===== src/rtl/ex_mem_stage_if.sv =====
// EX/MEM stage bus: EX-side payload in, MEM-side payload and IF redirect out.
// master = upstream/IF side, slave = the ex_mem_stage register.
interface ex_mem_stage_if;
  localparam int unsigned XLEN = 32;
  localparam int unsigned RW   = 5;
  localparam int unsigned F3W  = 3;

  logic            mem_stall;
  logic            ex_valid;
  logic [XLEN-1:0] ex_pc;
  logic [XLEN-1:0] ex_imm;
  logic            ex_is_branch;
  logic            ex_is_jal;
  logic            ex_is_jalr;
  logic [XLEN-1:0] alu_out;
  logic            zero_flag;
  logic [XLEN-1:0] ex_rs2_data;
  logic [RW-1:0]   ex_rd;
  logic            ex_reg_write;
  logic            ex_mem_read;
  logic            ex_mem_write;
  logic [F3W-1:0]  ex_funct3;

  logic            mem_valid;
  logic [XLEN-1:0] mem_result;
  logic [XLEN-1:0] mem_rs2_data;
  logic [RW-1:0]   mem_rd;
  logic            mem_reg_write;
  logic            mem_mem_read;
  logic            mem_mem_write;
  logic [F3W-1:0]  mem_funct3;

  logic            redirect_valid;
  logic [XLEN-1:0] redirect_pc;
  logic            redirect_ready;
  logic            flush;
  logic [XLEN-1:0] taken_cnt;

  modport master (
    output mem_stall, ex_valid, ex_pc, ex_imm, ex_is_branch, ex_is_jal, ex_is_jalr,
           alu_out, zero_flag, ex_rs2_data, ex_rd, ex_reg_write, ex_mem_read,
           ex_mem_write, ex_funct3, redirect_ready,
    input  mem_valid, mem_result, mem_rs2_data, mem_rd, mem_reg_write, mem_mem_read,
           mem_mem_write, mem_funct3, redirect_valid, redirect_pc, flush, taken_cnt
  );

  modport slave (
    input  mem_stall, ex_valid, ex_pc, ex_imm, ex_is_branch, ex_is_jal, ex_is_jalr,
           alu_out, zero_flag, ex_rs2_data, ex_rd, ex_reg_write, ex_mem_read,
           ex_mem_write, ex_funct3, redirect_ready,
    output mem_valid, mem_result, mem_rs2_data, mem_rd, mem_reg_write, mem_mem_read,
           mem_mem_write, mem_funct3, redirect_valid, redirect_pc, flush, taken_cnt
  );
endinterface


===== src/rtl/ex_mem_stage.sv =====
// EX/MEM pipeline register with branch/JAL/JALR resolution into a registered
// IF redirect request; squashes wrong-path instructions while the redirect pends.
module ex_mem_stage (
  input  logic          clk,
  input  logic          rstn,
  ex_mem_stage_if.slave bus
);
  localparam int unsigned XLEN = 32;
  localparam int unsigned RW   = 5;
  localparam int unsigned F3W  = 3;

  typedef enum logic {IDLE = 1'b0, PEND = 1'b1} state_t;

  state_t          state_q, state_d;
  logic            advance_c;
  logic            live_c;
  logic            taken_c;
  logic [XLEN-1:0] target_c;
  logic [XLEN-1:0] link_c;
  logic [XLEN-1:0] br_sum_c;

  logic            mem_valid_q;
  logic [XLEN-1:0] mem_result_q;
  logic [XLEN-1:0] mem_rs2_data_q;
  logic [RW-1:0]   mem_rd_q;
  logic            mem_reg_write_q;
  logic            mem_mem_read_q;
  logic            mem_mem_write_q;
  logic [F3W-1:0]  mem_funct3_q;
  logic [XLEN-1:0] redirect_pc_q;
  logic [XLEN-1:0] taken_cnt_q;

  // Resolution: anything in EX while a redirect pends is wrong-path.
  always_comb begin
    advance_c = !bus.mem_stall;
    live_c    = bus.ex_valid && (state_q == IDLE);
    taken_c   = live_c && advance_c &&
                ((bus.ex_is_branch && bus.zero_flag) || bus.ex_is_jal || bus.ex_is_jalr);
    link_c    = bus.ex_pc + XLEN'(4);
    br_sum_c  = bus.ex_pc + bus.ex_imm;
    target_c  = bus.ex_is_jalr ? (bus.alu_out & ~XLEN'(1)) : (br_sum_c & ~XLEN'(1));
  end

  always_ff @(posedge clk or negedge rstn) begin
    if (!rstn) state_q <= IDLE;
    else       state_q <= state_d;
  end

  // PEND exits on the IF handshake alone; MEM stalls do not hold it.
  always_comb begin
    state_d = state_q;
    case (state_q)
      IDLE:    if (taken_c) state_d = PEND;
      PEND:    if (bus.redirect_ready) state_d = IDLE;
      default: state_d = IDLE;
    endcase
  end

  always_ff @(posedge clk or negedge rstn) begin
    if (!rstn) begin
      mem_valid_q     <= 1'b0;
      mem_result_q    <= '0;
      mem_rs2_data_q  <= '0;
      mem_rd_q        <= '0;
      mem_reg_write_q <= 1'b0;
      mem_mem_read_q  <= 1'b0;
      mem_mem_write_q <= 1'b0;
      mem_funct3_q    <= '0;
    end else if (advance_c) begin
      mem_valid_q     <= live_c;
      mem_result_q    <= (bus.ex_is_jal || bus.ex_is_jalr) ? link_c : bus.alu_out;
      mem_rs2_data_q  <= bus.ex_rs2_data;
      mem_rd_q        <= bus.ex_rd;
      mem_reg_write_q <= bus.ex_reg_write && live_c;
      mem_mem_read_q  <= bus.ex_mem_read && live_c;
      mem_mem_write_q <= bus.ex_mem_write && live_c;
      mem_funct3_q    <= bus.ex_funct3;
    end
  end

  always_ff @(posedge clk or negedge rstn) begin
    if (!rstn) begin
      redirect_pc_q <= '0;
      taken_cnt_q   <= '0;
    end else if (taken_c) begin
      redirect_pc_q <= target_c;
      taken_cnt_q   <= taken_cnt_q + XLEN'(1);
    end
  end

  assign bus.mem_valid      = mem_valid_q;
  assign bus.mem_result     = mem_result_q;
  assign bus.mem_rs2_data   = mem_rs2_data_q;
  assign bus.mem_rd         = mem_rd_q;
  assign bus.mem_reg_write  = mem_reg_write_q;
  assign bus.mem_mem_read   = mem_mem_read_q;
  assign bus.mem_mem_write  = mem_mem_write_q;
  assign bus.mem_funct3     = mem_funct3_q;
  assign bus.redirect_valid = (state_q == PEND);
  assign bus.redirect_pc    = redirect_pc_q;
  assign bus.flush          = (state_q == PEND);
  assign bus.taken_cnt      = taken_cnt_q;
endmodule


===== src/flat_wrapper.sv =====
// flat-port wrapper written by rule: the top's interface ports become plain ports
module ex_mem_stage_flat 
  (clk, rstn, bus_mem_stall, bus_ex_valid, bus_ex_pc, bus_ex_imm, bus_ex_is_branch, bus_ex_is_jal, bus_ex_is_jalr, bus_alu_out, bus_zero_flag, bus_ex_rs2_data, bus_ex_rd, bus_ex_reg_write, bus_ex_mem_read, bus_ex_mem_write, bus_ex_funct3, bus_redirect_ready, bus_mem_valid, bus_mem_result, bus_mem_rs2_data, bus_mem_rd, bus_mem_reg_write, bus_mem_mem_read, bus_mem_mem_write, bus_mem_funct3, bus_redirect_valid, bus_redirect_pc, bus_flush, bus_taken_cnt);
  ex_mem_stage_if bus_i ();
  input  logic clk;
  input  logic rstn;
  input wire logic [$bits(bus_i.mem_stall)-1:0] bus_mem_stall;
  input wire logic [$bits(bus_i.ex_valid)-1:0] bus_ex_valid;
  input wire logic [$bits(bus_i.ex_pc)-1:0] bus_ex_pc;
  input wire logic [$bits(bus_i.ex_imm)-1:0] bus_ex_imm;
  input wire logic [$bits(bus_i.ex_is_branch)-1:0] bus_ex_is_branch;
  input wire logic [$bits(bus_i.ex_is_jal)-1:0] bus_ex_is_jal;
  input wire logic [$bits(bus_i.ex_is_jalr)-1:0] bus_ex_is_jalr;
  input wire logic [$bits(bus_i.alu_out)-1:0] bus_alu_out;
  input wire logic [$bits(bus_i.zero_flag)-1:0] bus_zero_flag;
  input wire logic [$bits(bus_i.ex_rs2_data)-1:0] bus_ex_rs2_data;
  input wire logic [$bits(bus_i.ex_rd)-1:0] bus_ex_rd;
  input wire logic [$bits(bus_i.ex_reg_write)-1:0] bus_ex_reg_write;
  input wire logic [$bits(bus_i.ex_mem_read)-1:0] bus_ex_mem_read;
  input wire logic [$bits(bus_i.ex_mem_write)-1:0] bus_ex_mem_write;
  input wire logic [$bits(bus_i.ex_funct3)-1:0] bus_ex_funct3;
  input wire logic [$bits(bus_i.redirect_ready)-1:0] bus_redirect_ready;
  output wire logic [$bits(bus_i.mem_valid)-1:0] bus_mem_valid;
  output wire logic [$bits(bus_i.mem_result)-1:0] bus_mem_result;
  output wire logic [$bits(bus_i.mem_rs2_data)-1:0] bus_mem_rs2_data;
  output wire logic [$bits(bus_i.mem_rd)-1:0] bus_mem_rd;
  output wire logic [$bits(bus_i.mem_reg_write)-1:0] bus_mem_reg_write;
  output wire logic [$bits(bus_i.mem_mem_read)-1:0] bus_mem_mem_read;
  output wire logic [$bits(bus_i.mem_mem_write)-1:0] bus_mem_mem_write;
  output wire logic [$bits(bus_i.mem_funct3)-1:0] bus_mem_funct3;
  output wire logic [$bits(bus_i.redirect_valid)-1:0] bus_redirect_valid;
  output wire logic [$bits(bus_i.redirect_pc)-1:0] bus_redirect_pc;
  output wire logic [$bits(bus_i.flush)-1:0] bus_flush;
  output wire logic [$bits(bus_i.taken_cnt)-1:0] bus_taken_cnt;
  assign bus_i.mem_stall = bus_mem_stall;
  assign bus_i.ex_valid = bus_ex_valid;
  assign bus_i.ex_pc = bus_ex_pc;
  assign bus_i.ex_imm = bus_ex_imm;
  assign bus_i.ex_is_branch = bus_ex_is_branch;
  assign bus_i.ex_is_jal = bus_ex_is_jal;
  assign bus_i.ex_is_jalr = bus_ex_is_jalr;
  assign bus_i.alu_out = bus_alu_out;
  assign bus_i.zero_flag = bus_zero_flag;
  assign bus_i.ex_rs2_data = bus_ex_rs2_data;
  assign bus_i.ex_rd = bus_ex_rd;
  assign bus_i.ex_reg_write = bus_ex_reg_write;
  assign bus_i.ex_mem_read = bus_ex_mem_read;
  assign bus_i.ex_mem_write = bus_ex_mem_write;
  assign bus_i.ex_funct3 = bus_ex_funct3;
  assign bus_i.redirect_ready = bus_redirect_ready;
  assign bus_mem_valid = bus_i.mem_valid;
  assign bus_mem_result = bus_i.mem_result;
  assign bus_mem_rs2_data = bus_i.mem_rs2_data;
  assign bus_mem_rd = bus_i.mem_rd;
  assign bus_mem_reg_write = bus_i.mem_reg_write;
  assign bus_mem_mem_read = bus_i.mem_mem_read;
  assign bus_mem_mem_write = bus_i.mem_mem_write;
  assign bus_mem_funct3 = bus_i.mem_funct3;
  assign bus_redirect_valid = bus_i.redirect_valid;
  assign bus_redirect_pc = bus_i.redirect_pc;
  assign bus_flush = bus_i.flush;
  assign bus_taken_cnt = bus_i.taken_cnt;
  ex_mem_stage u_core (.clk(clk), .rstn(rstn), .bus(bus_i));
endmodule

===== config.mk =====
export PLATFORM = sky130hd
export DESIGN_NAME = ex_mem_stage_flat
export DESIGN_NICKNAME = d
export VERILOG_FILES = /design/src/rtl/ex_mem_stage_if.sv /design/src/rtl/ex_mem_stage.sv /design/src/flat_wrapper.sv
export SDC_FILE = /design/constraint.sdc
export NUM_CORES = 1
export LEC_CHECK = 0
export BUFFER_PORTS_ARGS = -buffer_cell sky130_fd_sc_hd__buf_2
export CAP_MARGIN = 15
export CORE_MARGIN = 2
export CORE_UTILIZATION = 56
export CTS_BUF_LIST = sky130_fd_sc_hd__clkbuf_8
export DETAILED_ROUTE_END_ITERATION = 6
export PLACE_DENSITY = 0.89
export SKIP_CTS_REPAIR_TIMING = 1
export SLEW_MARGIN = 10
export SYNTH_ARGS = -nofsm -noshare
export SYNTH_HDL_FRONTEND = slang
export SYNTH_SLANG_ARGS = --single-unit

===== constraint.sdc =====
create_clock -name clk -period 4.6 [get_ports clk]
set_clock_uncertainty 0.05 [all_clocks]
set_input_delay 0.92 -clock clk [delete_from_list [all_inputs] [get_ports clk]]
set_output_delay 0.92 -clock clk [all_outputs]
set_load 0.01 [all_outputs]

======== Word level (Yosys, flattened, before mapping) ========
Cells that the tools add are included.
storage, ports and cells
  flip-flop bits (word level) ............. 141
  input port bits ......................... 148
  output and inout port bits .............. 142
cells by class
  add/sub/neg operators ................... 3
  multiplexer cells ....................... 5
  bitwise operators ....................... 1
  reduce and logical (&&, ||, !) cells .... 11
operators by type and width
  kind                                           number
  2-to-1 mux 32 bit                              2
  adder 32 x 1 -> 32 bit, second input constant  1
  adder 32 x 3 -> 32 bit, second input constant  1
  adder 32 bit                                   1
  logical AND 1 bit                              7
  logical OR 1 bit                               3
  2-to-1 mux 1 bit                               2
  case mux 1 bit (2 select lines)                1
  zero test 1 bit                                1
  NOT 1 bit                                      1

======== Longest topological paths before layout ========
  word-level depth ........................ 6
  depth in mapped cells ................... 11
  mapped depth without buffers ............ 11

======== Worst setup path after synthesis ========
No wires, ideal clock.
  kind .................................... input to register
  start ................................... input port bus_ex_imm[0]
  end ..................................... register u_core.redirect_pc_q[30], in the netlist u_core.bus.redirect_pc[30]
  library setup time ...................... 0.126 ns
  arrival ................................. 3.325 ns
  data required time ...................... 4.424 ns
  setup slack ............................. 1.099 ns
  cell stages on the path ................. 11
  buffers on the path ..................... 0
  cells stage by stage .................... and2_1 -> fa_1 -> a21o_1 -> a311o_1 -> nand4_1 -> a211oi_1 -> a2111oi_4 -> o21ai_2 -> a311oi_2 -> xnor2_1 -> a221o_1
on the way
  longest elaborated chain between the ends .. 2
ends and longest elaborated chain
  item                  RTL line            RTL
  from (decl)           flat_wrapper.sv:10  input wire logic [$bits(bus_i.ex_imm)-1:0] bus_ex_imm;
  adder 32 bit          ex_mem_stage.sv:40  br_sum_c = bus.ex_pc + bus.ex_imm;
  2-to-1 mux 32 bit     ex_mem_stage.sv:41  target_c = bus.ex_is_jalr ? (bus.alu_out & ~XLEN'(1)) : (br_sum_c & ~XLEN'(1));
  to (signal assigned)  ex_mem_stage.sv:86  redirect_pc_q <= target_c;
  to (decl)             ex_mem_stage.sv:30  logic [XLEN-1:0] redirect_pc_q;
No other way between the ends.
A chain may end at the register's enable or synchronous reset.

======== Worst setup path in the final report ========
Same ends and word-level chain as after synthesis.

==> metrics.txt <==
root buf cell=clkbuf_8; post-synthesis sequential area ratio=between 40% and 50%; drt drc=0; ANT cells=0; CTS sink count=between 100 and 150; Starting Density=57.3%; maxcap violations=0; worst skew pair latency=430 ps; drt first pass iters=5; synthesized area=around 7900 sq um; critical path class=in -> reg; Inst Count DP=between 1,000 and 1,500; CP Launch Type=input port; fin util=between 70% and 80%; Max Buffers Root-to-Sink=2; P per Cell Area=approximately 360 nW/um^2; post-synth cell types=57; Post-synth EDFFs=0; Total GRT Usage=slightly below 30%; drt total wl=~23,000 um; Mean Syn Cell Area=9.35 sq um; GP Congestion=0.926; starting DRC count in detailed routing=around 600; largest net degree at the start of global routing=114; post-layout min period=about 3400 ps; Routed WL per cell=17.4 um; status=complete, no violations; RSZ-0062 raised after global routing=no; WHS=432 ps; worst slew pin tran=1000 ps; area leader, netlist=dfrtp_1; maximum VDD drop=0.000191 V; CTS tree=done; die span in x=about 120 um; Setup TNS=0 ps; Post-Layout Cell Count=about 1,300; Yosys warnings=0; vias=between 7,000 and 8,000; core area=13,900 sq um; Die Span Y=about 120 um; DRT antenna net count=0; most frequent cells in the layout=buf_2 (286), dfrtp_1 (140), nand2_1 (120); share of cells above drive strength 1=about 33%; most common cell after layout, fill and taps aside=buf_2; synthesized instance count=850; port bufs=roughly 290; cts bufs inserted=17; P_leak=~5.0 nW; hpwl dp=about 18,000 um; fin. max-slew vios=0; H-Tree Depth=4; Post-synth top flop=dfrtp_1; top-area cell type share of the netlist area=44.1%; Clock transition at path regs=roughly 70 ps; final net count=around 1,300; Worst EP arrival=around 3700 ps; FF+latch count, synth=140; initial antenna violation count=0; normalized max-slew margin=between 30% and 40%; vias in the first global route=between 6,000 and 7,000; final setup vio count=0; Tcrit/Tclk final=between 70% and 80%; Crit. End Element=flip-flop; first-pass GRT wire length=between 30,000 and 40,000 um; worst-path maximum fanout=3; syn_nets=1,031; Min-Delay Path Class=reg -> reg; vias per inst=~5.6; ranking of synthesized cells by area=dfrtp_1 (44%), mux2_2 (5.7%), nand2_1 (5.7%), xnor2_1 (5.5%), ha_1 (5.0%); I/O Pins=290; Hold Fails Final Rpt=0; die area=15,200 sq um; area growth from synthesis to layout=25.9%; GR Overflow Total=0; f_max=just under 300 MHz; FFs w/ async S/R, synth=between 90% and 100%; row count=43; Critical Path RT=around 4900 ps
sequential cells by signal (all words and copies together) (netlist names):
signal                    count
u_core.bus.mem_result        32
u_core.bus.mem_rs2_data      32
u_core.bus.taken_cnt         32
u_core.bus.redirect_pc       31
u_core.bus.mem_rd             5
u_core.bus.mem_funct3         3
u_core.bus.flush              1
u_core.bus.mem_mem_read       1
u_core.bus.mem_mem_write      1
u_core.bus.mem_reg_write      1
u_core.bus.mem_valid          1
critical path: stages:
cell       delay (ps)
buf_2             110
and2_1            160
fa_1              400
a21o_1            230
a311o_1           370
nand4_1           140
a211oi_1          130
a2111oi_4         400
o21ai_2           130
a311oi_2          270
xnor2_1           100
a221o_1           320
area by class of cell:
class	count	area, sq um
fillers	1029	3870
multi-input cells	660	4260
inverters	10	37.5
clock buffers	20	275
well taps	180	225
repair buffers	294	1500
flip-flops and latches	140	3500
clock inverters	12	218
Yosys cell counts (5+ instances only):
cell type  instances
nor2_1            72
inv_1             10
nand4_1           11
or3_1              5
mux2_2            40
ha_1              32
a21o_1            19
xor2_1            31
and3_1            26
o21ai_0           70
a211oi_1           8
a21oi_1           69
xnor2_1           50
clkbuf_1          36
a31oi_1            5
mux2i_1            8
dfrtp_1          140
nand2_1          120
nand3_1           31
through the flow:
step / cell area, sq um / power, W / setup WS (ps)
2_1_floorplan: 7950 / 0.00200 / 1100
3_3_place_gp: 9520 / 0.00239 / 808
3_5_place_dp: 9520 / 0.00242 / 752
4_1_cts: 10000 / 0.00361 / 1210
5_1_grt: 10000 / 0.00377 / 1010
6_report: 10000 / 0.00360 / 1180
cell families (layout without fill, tap and decap cells):
kind of cell,Yosys count,count (layout),synth area share (%)
other,1,1,0.0472
flip-flops,140,140,44.1
AND/OR/NAND/NOR,283,283,15.9
adder cells (fa/ha/maj),33,33,5.29
AO/OA/AOI/OAI,214,214,16.6
multiplexers,48,48,6.67
buffers and inverters,50,336,2.55
XOR/XNOR,81,81,8.92
worst paths after layout:
check | startpoint | endpoint | slack, ps | cells past startpoint
setup reg to reg | u_core.bus.flush$_DFF_PN0_ | u_core.bus.taken_cnt[31]$_DFFE_PN0P_ | 1880 | 8
max in group asynchronous | rstn | u_core.bus.mem_result[17]$_DFFE_PN0N_ | 2950 | 2
hold / removal | u_core.bus.mem_result[17]$_DFFE_PN0N_ | u_core.bus.mem_result[17]$_DFFE_PN0N_ | 430 | 2
min in group asynchronous | rstn | u_core.bus.mem_rs2_data[26]$_DFFE_PN0N_ | 550 | 1
setup / recovery | bus_ex_imm[0] | u_core.bus.redirect_pc[30]$_DFFE_PN0P_ | 1180 | 12
hold reg to reg | u_core.bus.mem_result[17]$_DFFE_PN0N_ | u_core.bus.mem_result[17]$_DFFE_PN0N_ | 430 | 2
metal layers:
metal / track usage [%] / part of all wire [%]
met3: 6.50 / 8.5
met1: 37.7 / 40
met2: 49.3 / 48
met4: 11.6 / 3.4
met5: 0 / 0
where the power goes:
group          internal (W)  leakage [nW]  total, W  switching (W)
sequential          0.00139          1.75   0.00150       0.000107
combinational      0.000386          3.04  0.000907       0.000521
clock              0.000741         0.252   0.00119       0.000453
Note: power is estimated with default switching activity, not from simulation.
